<file path="config.mk">
export PLATFORM = sky130hd
export DESIGN_NAME = fma_sequencer
export DESIGN_NICKNAME = d
export VERILOG_FILES = /design/src/rtl/fma_sequencer.sv
export SDC_FILE = /design/constraint.sdc
export NUM_CORES = 1
export LEC_CHECK = 0
export BUFFER_PORTS_ARGS = -buffer_cell sky130_fd_sc_hd__buf_2
export CAP_MARGIN = 25
export CORE_MARGIN = 2
export CORE_UTILIZATION = 40
export DETAILED_ROUTE_END_ITERATION = 8
export PLACE_DENSITY = 0.68
export SETUP_SLACK_MARGIN = 0.02
export SYNTH_ARGS = -nofsm -noshare
export SYNTH_HDL_FRONTEND = slang
export SYNTH_SLANG_ARGS = --single-unit
export TNS_END_PERCENT = 100
</file>
<file path="constraint.sdc">
create_clock -name clk_in -period 3.1 [get_ports clk_in]
set_clock_uncertainty 0.15 [all_clocks]
set_input_delay 0.31 -clock clk_in [delete_from_list [all_inputs] [get_ports clk_in]]
set_output_delay 0.31 -clock clk_in [all_outputs]
set_load 0.005 [all_outputs]
</file>
<file path="src/rtl/fma_sequencer.sv">
// Clocked instruction sequencer feeding the BF16 FMA datapath.
// Fetches each word, drives A/B/C, and captures the result into acc or disp.
module fma_sequencer #(
    parameter int ADDR_W      = 4,
    parameter int LAST_ADDR   = 15,
    parameter int HOLD_CYCLES = 0
) (
    input  logic              clk_in,
    input  logic              rst,
    input  logic              start,
    output logic [ADDR_W-1:0] instr_addr,
    input  logic [49:0]       instr_data,
    output logic [15:0]       A,
    output logic [15:0]       B,
    output logic [15:0]       C,
    input  logic [15:0]       fma_result,
    input  logic [6:0]        fma_flags,
    output logic [15:0]       acc_out,
    output logic [15:0]       disp_out,
    output logic [6:0]        flags_out,
    output logic              exc_sticky,
    output logic              busy,
    output logic              done
);

    localparam int CNT_W = (HOLD_CYCLES > 1) ? $clog2(HOLD_CYCLES) : 1;
    localparam logic [ADDR_W-1:0] LAST = ADDR_W'(LAST_ADDR);
    localparam logic [CNT_W-1:0] CNT_MAX =
        CNT_W'((HOLD_CYCLES > 0) ? HOLD_CYCLES - 1 : 0);

    typedef enum logic [2:0] {
        S_IDLE,
        S_FETCH,
        S_EXEC,
        S_HOLD,
        S_DONE
    } state_e;

    state_e            state_q, state_d;
    logic [ADDR_W-1:0] addr_q, addr_d;
    logic [49:0]       ir_q, ir_d;
    logic [15:0]       acc_q, acc_d;
    logic [15:0]       disp_q, disp_d;
    logic [6:0]        flags_q, flags_d;
    logic              exc_q, exc_d;
    logic [CNT_W-1:0]  cnt_q, cnt_d;
    logic              busy_q, busy_d;
    logic              done_q, done_d;
    logic              advance;

    always_comb begin
        state_d = state_q;
        addr_d  = addr_q;
        ir_d    = ir_q;
        acc_d   = acc_q;
        disp_d  = disp_q;
        flags_d = flags_q;
        exc_d   = exc_q;
        cnt_d   = cnt_q;
        advance = 1'b0;
        unique case (state_q)
            S_IDLE: begin
                addr_d = '0;
                exc_d  = 1'b0;
                if (start) state_d = S_FETCH;
            end
            S_FETCH: begin
                ir_d    = instr_data;
                state_d = S_EXEC;
            end
            S_EXEC: begin
                if (ir_q[49]) acc_d = fma_result;
                else          disp_d = fma_result;
                flags_d = fma_flags;
                exc_d   = exc_q | (|fma_flags[5:0]);
                if (HOLD_CYCLES == 0) begin
                    advance = 1'b1;
                end else begin
                    cnt_d   = '0;
                    state_d = S_HOLD;
                end
            end
            S_HOLD: begin
                if (cnt_q == CNT_MAX) advance = 1'b1;
                else                  cnt_d = cnt_q + 1'b1;
            end
            S_DONE: begin
                if (start) begin
                    addr_d  = '0;
                    exc_d   = 1'b0;
                    state_d = S_FETCH;
                end
            end
            default: state_d = S_IDLE;
        endcase
        // The last address parks in DONE rather than wrapping to zero.
        if (advance) begin
            if (addr_q == LAST) begin
                state_d = S_DONE;
            end else begin
                addr_d  = addr_q + 1'b1;
                state_d = S_FETCH;
            end
        end
        busy_d = (state_d == S_FETCH) || (state_d == S_EXEC) ||
                 (state_d == S_HOLD);
        done_d = (state_d == S_DONE);
    end

    always_ff @(posedge clk_in or negedge rst) begin
        if (!rst) begin
            state_q <= S_IDLE;
            addr_q  <= '0;
            ir_q    <= '0;
            acc_q   <= '0;
            disp_q  <= '0;
            flags_q <= '0;
            exc_q   <= 1'b0;
            cnt_q   <= '0;
            busy_q  <= 1'b0;
            done_q  <= 1'b0;
        end else begin
            state_q <= state_d;
            addr_q  <= addr_d;
            ir_q    <= ir_d;
            acc_q   <= acc_d;
            disp_q  <= disp_d;
            flags_q <= flags_d;
            exc_q   <= exc_d;
            cnt_q   <= cnt_d;
            busy_q  <= busy_d;
            done_q  <= done_d;
        end
    end

    assign instr_addr = addr_q;
    assign A          = ir_q[47:32];
    assign B          = ir_q[31:16];
    assign C          = ir_q[48] ? ir_q[15:0] : acc_q;
    assign acc_out    = acc_q;
    assign disp_out   = disp_q;
    assign flags_out  = flags_q;
    assign exc_sticky = exc_q;
    assign busy       = busy_q;
    assign done       = done_q;

endmodule

</file>
==> Yosys cells after proc, flatten, opt, wreduce, memory -nomap -nowiden <==
Index checks and enable logic that the tools add are counted.
{ "word_totals": {"ff_bits": 100, "in_bits": 76, "elab_cells": 48} }
{ "classes": {"add_sub_neg": 2, "eq_ne": 10, "muxes": 14, "bitwise_logic": 2, "reduce_logical": 10} }
{ "ops": {"columns": ["op", "count"], "rows": [
  ["$mux W16", 1],
  ["$eq A3 B2 Y1 const B", 4],
  ["$mux W4", 3],
  ["$mux W3", 3],
  ["$pmux W3 S3", 1],
  ["$pmux W4 S2", 1],
  ["$eq A3 B1 Y1 const B", 2],
  ["$eq A3 B3 Y1 const B", 2],
  ["$reduce_and A2 Y1", 3],
  ["$reduce_or A6 Y1", 1],
  ["$add A4 B1 Y4 const B", 1],
  ["$eq A4 B4 Y1 const B", 1],
  ["$reduce_or A2 Y1", 2],
  ["$logic_not A3 Y1", 1],
  ["$mux W1", 3],
  ["$pmux W1 S3", 1],
  ["$reduce_bool A3 Y1", 1],
  ["$logic_or A1 B1 Y1", 2],
  ["$ne A2 B2 Y1 const B", 1],
  ["$pmux W1 S2", 1],
  ["$add A1 B1 Y1 const B", 1],
  ["$not A1 Y1", 1],
  ["$or A1 B1 Y1", 1]
]} }

==> Longest topological paths before layout <==
Gate-level depths: netlist (run 1).
{ "depth": {"word_depth": 7, "mapped_depth": 6, "mapped_depth_nobuf": 3} }

==> Worst setup path after synthesis (run 1) <==
OpenSTA, ideal clock, no wires.
{ "synth_timing": {"path_type": "reg-to-reg", "startpoint": "register state_q[0]", "endpoint": "register acc_q[10], in the netlist acc_out[10]", "arrival_ns": 1.580, "required_time_ns": 2.825, "slack_ns": 1.245, "path_stages_with_launch": 7, "path_cell_list": "dfrtp_1 -> buf_6 -> nor3b_4 -> and2_1 -> buf_6 -> buf_12 -> mux2_4"} }
{ "synth_between": {"elab_chain_len": 2} }
{ "synth_lines": {"columns": ["element", "line_no", "text"], "rows": [
  ["start, declared", "39", "state_e state_q, state_d;"],
  ["start signal, assigned", "123", "state_q <= state_d;"],
  ["$eq A3 B2 Y1", "61", "unique case (state_q)"],
  ["$reduce_and A2 Y1 (no source line)", null, null],
  ["end signal, assigned", "115", "acc_q <= '0;"],
  ["end signal, assigned", "126", "acc_q <= acc_d;"],
  ["end, declared", "42", "logic [15:0] acc_q, acc_d;"]
]} }
No other way between the ends.
A chain may end at the register's enable or synchronous reset.

==> Worst setup path after layout (run 1) <==
{ "layout_timing": {"startpoint": "register ir_q[48]", "endpoint": "output port C[10]"} }
{ "layout_between": {"elab_chain_len": 1} }
{ "layout_lines": {"columns": ["element", "line_no", "text"], "rows": [
  ["start, declared", "41", "logic [49:0] ir_q, ir_d;"],
  ["start signal, assigned", "125", "ir_q <= ir_d;"],
  ["$mux W16", "139", "assign C = ir_q[48] ? ir_q[15:0] : acc_q;"],
  ["end, declared", "15", "output logic [15:0] C,"]
]} }
No other way between the ends.

==> qor.txt, run 1 <==
R2R depth = 4
Number of global-route vias before repair = 2,775
Nets = 498
Drt via density = 4.75
Synth Instances = 280
Slew headroom = 51.2%
Sequential cell area = 0.00248 mm²
Initial DRC count = 85
Fin crit period = 2180 ps
PostCTS Resize Cnt = 0
Overall routed net length = 8610 µm
Total global-route track usage = 15.2%
Antenna diode count = 0
Pleak = 2.54 nW
Sequential share of the synthesized area = 57.2%
Share of the synthesized area in the top cell type = 57.2%
Status = complete, no violations
Power Total = 5.41 mW
H-tree lvl count = 3
Area of the multi-input gates = 0.00150 mm²
Hold bufs inserted after CTS = 1
First-pass GRT wire length = 13,700 µm
Int Power = 3.75 mW
Switch share = 30.8%
Worst Hold Depth = 2
Final Cycle Share = 70.3%
Clock Latency Late Sink = 340 ps
Met1 Usage GRT = 20.0%
Proportion of layout cells with a drive suffix above 1 = 69.2%
Worst-Margin Slew = 732 ps
GR Overflow Total = 0
Pwr dens = 1030 mW/mm²
Slew Viols, Final = 0
Core area = 0.0104 mm²
Clk buf depth = 2
RSZ-0062 raised after global routing = false
CTS buffer count = 9
Remaining antenna violation count = 0
# placed instances = 545
Setup repair bufs after CTS = 0
Cell-by-cell trace of the critical path = mux2_2 -> buf_2
Die width = 108 µm
CP Capture Type = output port
Clock Root Buffer = clkbuf_8
Synth warnings = 0
DR vias = 2,663
Max Fclk = 459 MHz
PortBufs = 169
CTS tree = done
Cell area after technology mapping = 0.00433 mm²
Final worst setup slack = 921 ps
Clock power share = 14.4%
Dpl hpwl = 6430 µm
Final hold vios = 0
Die area = 0.0117 mm²
Router iterations before antenna repair = 3
DRC = 0
Site row count = 37
Initial antenna violation count = 0
Crit Path Class = flop to output port
Die Y = 108 µm
Top Usage Layer GRT = met2
Critical Path Start Type = flop
Top cell type by total area after synthesis = dfrtp_1
Crit path DAT = 1720 ps
Yosys cell types = 33
Syn avg cell area = 15.5 µm²
Largest net degree at the start of global routing = 54
Synth top area cells = dfrtp_1 (57%), mux2_2 (22%), mux2_4 (6.9%)
Post-route non-filler standard cell count = 561
Syn_nets = 357
CP max stage cell = dfrtp_1
Initial Util = 41.6%
Met3 Use GR = 5.00%
Net Sw Power = 1.67 mW
TNS Setup = 0 ps
Max FO, Critical Path = 17
Area Overhead vs Synth = 20.9%
Critical Path RT = 2640 ps
Combinational power share = 41.9%
Worst ir drop on vdd = 0.605 mV
HP Class = primary input to flop
Max stage delay on crit path = 820 ps
FF+latch count, synth = 99
Number of fillers in the final layout = 950
Met2 GRT Util = 23.0%
Final Setup Violations = 0
Place WS = 938 ps
Clk sinks = 99
Drt wl/cell = 15.4 µm
Sequential power share = 43.7%
CTS clk-pin slew, worst paths = 90 ps
I/O pin cnt = 170
Routability cong. = 0.742
Max-cap violations = 0
-- path summary, 6_finish.rpt --
kind	from	end	slack (ps)
min reg2reg	ir_q[35]	ir_q[35]	360
max reg2reg	state_q[1]	disp_out[4]	970
min	instr_data[24]	ir_q[24]	40
max	ir_q[48]	C[10]	920
min in group asynchronous	rst	ir_q[7]	350
max in group asynchronous	rst	instr_addr[3]	1750
-- metrics by stage --
step	instance area [µm²]	hold WS, ps	util, %
2_1_floorplan	4330	-136	-
3_3_place_gp	5050	210	48.5
3_5_place_dp	5050	215	48.5
4_1_cts	5230	13.5	50.2
5_1_grt	5230	10.5	50.2
6_report	5230	37.0	50.2
-- flip-flops by register name, summed over array words and instances, names as in the netlist --
signal      cells
acc_out        16
busy            1
disp_out       16
done            1
exc_sticky      1
flags_out       7
instr_addr      4
ir_q           50
state_q         3
-- layer usage --
metal / share of wire, % / vias to the layer above
met4: 1.3 / 0
li1: - / 1238
met5: 0 / -
met3: 9.0 / 11
met1: 45 / 1308
met2: 44 / 106
-- critical path: cells and delay by family, from the launching register on --
| kind | cells | cell delay, ps |
|---|---|---|
| DFF | 1 | 820 |
| muxes | 1 | 420 |
| buffers and inverters | 1 | 130 |
-- synth_stat cells --
cell	count
a211o_1	1
a21o_1	1
a21oi_1	2
a221oi_1	1
a31oi_2	1
and2_1	1
and2b_1	1
buf_12	2
buf_2	5
buf_4	32
buf_6	4
clkbuf_1	2
dfrtp_1	99
ha_1	1
inv_1	1
mux2_2	86
mux2_4	20
mux2i_1	1
nand2_1	2
nand3_1	1
nor2_1	1
nor2b_1	1
nor3_1	1
nor3b_2	1
nor3b_4	1
nor4_1	1
o21ai_0	1
o22ai_1	1
o31a_1	1
o31ai_1	4
or2b_1	1
or4_1	1
xnor2_1	1
-- power groups by stage --
stage               registers (mW)  clock network, mW  logic (mW)
floorplan                     2.27                  0        1.77
global placement              2.36                  0        2.26
detailed placement            2.39                  0        2.31
CTS                           2.38              0.808        2.32
global route                  2.46              0.862        2.49
finish                        2.36              0.779        2.27
-- logic make-up (layout without fill, tap and decap cells) --
family / Yosys count / in the layout / share of synthesized area, %
flops: 99 / 99 / 57.2
simple gates: 13 / 13 / 2.17
fa+ha+maj: 1 / 1 / 0.289
compound gates: 13 / 13 / 2.25
mux: 107 / 107 / 29.5
xor+xnor: 1 / 1 / 0.202
buf+inv: 46 / 191 / 8.35
-- area by class of cell --
type / instances / share of cell area (%)
Sequential cell: 99 / 47.3
Multi-Input combinational cell: 135 / 28.6
Timing Repair Buffer: 175 / 17.4
Tap cell: 136 / 3.25
Clock buffer: 13 / 2.65
Clock inverter: 2 / 0.717
Inverter: 1 / 0.0717
-- layout by cell type, fill, tap and decap left out, drive strengths merged, types with 2 or more instances in the layout --
| cell | netlist | final |
|---|---|---|
| a21oi | 2 | 2 |
| buf | 43 | 174 |
| mux2 | 106 | 106 |
| nand2 | 2 | 2 |
| o31ai | 4 | 4 |
| clkbuf | 2 | 13 |
| dfrtp | 99 | 99 |
| nor3b | 2 | 2 |
No activity file was read; power rests on OpenSTA's default activity.
==> run 2: changes to the inputs <==
--- a/config.mk
+++ b/config.mk
@@ -10,7 +10,7 @@
 export CORE_MARGIN = 2
 export CORE_UTILIZATION = 40
 export DETAILED_ROUTE_END_ITERATION = 8
-export PLACE_DENSITY = 0.68
+export PLACE_DENSITY = 0.7
 export SETUP_SLACK_MARGIN = 0.02
 export SYNTH_ARGS = -nofsm -noshare
 export SYNTH_HDL_FRONTEND = slang
==> constraint.sdc (replaced) <==
create_clock -name clk_in -period 2 [get_ports clk_in]
set_clock_uncertainty 0.15 [all_clocks]
set_input_delay 0.2 -clock clk_in [delete_from_list [all_inputs] [get_ports clk_in]]
set_output_delay 0.2 -clock clk_in [all_outputs]
set_load 0.005 [all_outputs]
==> run 2 against run 1 <==
  * Die area is the same
  * Clock power grew 72%
  * Final area grew 16%
  * Global-route usage grew 1.9 points
  * Clock-buffer cell count is the same
  * Wire length grew 16%
  * Sequential power grew 54%
  * Hold slack gained 130 ps
  * Critical path type is now flop to flop
  * Setup slack lost 730 ps
  * First-iteration DRC count shrank 5.9%
  * Via count grew 12%
==> qor.txt, run 2 (same netlist as run 1, synthesis figures left out) <==
CP Buf/Inv Count = 1 (unchanged)
Worst ir drop on vdd = 0.671 mV (was 0.605 mV)
CP Capture Type = flop (was output port)
Worst-Margin Slew = 469 ps (was 732 ps)
Final worst setup slack = 194 ps (was 921 ps)
Proportion of layout cells with a drive suffix above 1 = 60.0% (was 69.2%)
R2r startpoint = state_q[1] (unchanged)
Dpl hpwl = 6720 µm (was 6430 µm)
CTS tree = done (unchanged)
Final hold vios = 0 (unchanged)
Total global-route track usage = 17.0% (was 15.2%)
HP Class = primary input to asynchronous set/reset pin (was primary input to flop)
Pleak = 2.90 nW (was 2.54 nW)
Top delay family on crit path = flip-flops (unchanged)
Crit Path Class = flop to flop (was flop to output port)
Commonest non-fill, non-tap cells in the layout = buf_2 (168), dfrtp_1 (99), mux2_2 (86) (unchanged)
DR vias = 2,972 (was 2,663)
Design area = 0.00609 mm² (was 0.00523 mm²)
Final Cycle Share = 90.3%
Core area = 0.0104 mm² (unchanged)
Remaining antenna violation count = 0 (unchanged)
Die width = 108 µm (unchanged)
CP max stage cell = dfrtp_1 (unchanged)
GR Overflow Total = 0 (unchanged)
CTS buffer count = 9 (unchanged)
Drt via density = 4.63 (was 4.75)
DRC = 0 (unchanged)
TNS Setup = 0 ps (unchanged)
Clock Latency Late Sink = 350 ps (was 340 ps)
Crit path DAT = 1900 ps (was 1720 ps)
Max FO, Critical Path = 16 (was 17)
Fin crit period = 1810 ps
Most common cell after layout, fill and taps aside = buf_2 (unchanged)
Initial Util = 41.6% (unchanged)
Initial antenna violation count = 0 (unchanged)
Max Fclk = 554 MHz
PortBufs = 169 (unchanged)
Die Y = 108 µm (unchanged)
H-tree lvl count = 3 (unchanged)
CP startpoint = state_q[1] (was ir_q[48])
Slew Viols, Final = 0 (unchanged)
Overall routed net length = 9950 µm (was 8610 µm)
Status = complete, no violations (unchanged)
Nets = 577 (was 498)
Drt wl/cell = 15.5 µm (was 15.4 µm)
Clock Root Buffer = clkbuf_8 (unchanged)
RSZ-0062 raised after global routing = false (unchanged)
I/O pin cnt = 170 (unchanged)
Initial DRC count = 80 (was 85)
Cell-by-cell trace of the critical path = nor3b_4 -> and2_1 -> buf_12 -> mux2_2 (was mux2_2 -> buf_2)
Router iterations before antenna repair = 4 (was 3)
Utilization after layout = 58.5% (was 50.2%)
Register with the most flip-flops = ir_q (unchanged)
Critical Path Start Type = flop (unchanged)
Max stage delay on crit path = 540 ps (was 820 ps)
Clk buf depth = 2 (unchanged)
Site row count = 37 (unchanged)
Clk sinks = 99 (unchanged)
CTS clk-pin slew, worst paths = 90 ps (about the same)
Area of placed instances = 0.00512 mm² (was 0.00505 mm²)
Routability cong. = 0.757 (was 0.742)
Place WS = 203 ps (was 938 ps)
Die area = 0.0117 mm² (unchanged)
Slew headroom = 68.7% (was 51.2%)
Number of global-route vias before repair = 3,096 (was 2,775)
First-pass GRT wire length = 15,300 µm (was 13,700 µm)
Hold WS = 170 ps (was 37.0 ps)
Critical Path RT = 2090 ps (was 2640 ps)
Final Setup Violations = 0 (unchanged)
Largest net degree at the start of global routing = 42 (was 54)
Area Overhead vs Synth = 40.6% (was 20.9%)
Pwr dens = 1450 mW/mm² (was 1030 mW/mm²)
Largest register FFs = 50 (unchanged)
Max-cap violations = 0 (unchanged)
## run 2: power by group
| group | internal [mW] | switching (mW) |
|---|---|---|
| Clock | 0.682 | 0.657 |
| Sequential | 3.01 | 0.628 |
| Combinational | 2.42 | 1.44 |
## run 2: worst paths after layout
check	end	slack, ps	depth (start not counted)
min in group clk_in	ir_q[40]	360	1
worst max register to register	acc_out[2]	190	4
max in group asynchronous	ir_q[35]	820	3
worst min register to register	ir_q[40]	360	1
worst min-delay path	ir_q[3]	170	2
worst max-delay path	acc_out[2]	190	4
## run 2: layout make-up
type,count,area (µm²)
inverters,1,3.75
flip-flops and latches,99,2480
repair buffers,254,1720
fillers,821,4330
well taps,136,170
diodes,1,2.50
clock inverters,3,45.0
clock buffers,13,169
multi-input cells,135,1500
## run 2: timing repair
action / in CTS / in global routing
hold endpoints to repair: 126 / 0
resized for setup: 0 / 0
setup endpoints to repair: 0 / 0
setup buffers: 0 / 0
hold buffers: 75 / 0
## run 2: through the flow
stage	instances	total power, mW
floorplan	280	6.27
global placement	550	7.30
CTS	641	8.92
detailed placement	550	7.43
finish	642	8.83
global route	641	9.40
## run 2: worst register-to-register path, stage by stage (launching register included)
cell and delay, ps:
dfrtp_1 540, nor3b_4 270, and2_1 200, buf_12 180, mux2_2 350
## run 2: per-layer routing
metal / vias to the layer above / track usage (%) / share of wire, %
met3: 15 / 3.62 / 5.8
met1: 1451 / 20.8 / 43
met4: 0 / 8.33 / 2.1
met5: - / 0 / 0
met2: 107 / 28.8 / 49
li1: 1399 / - / -
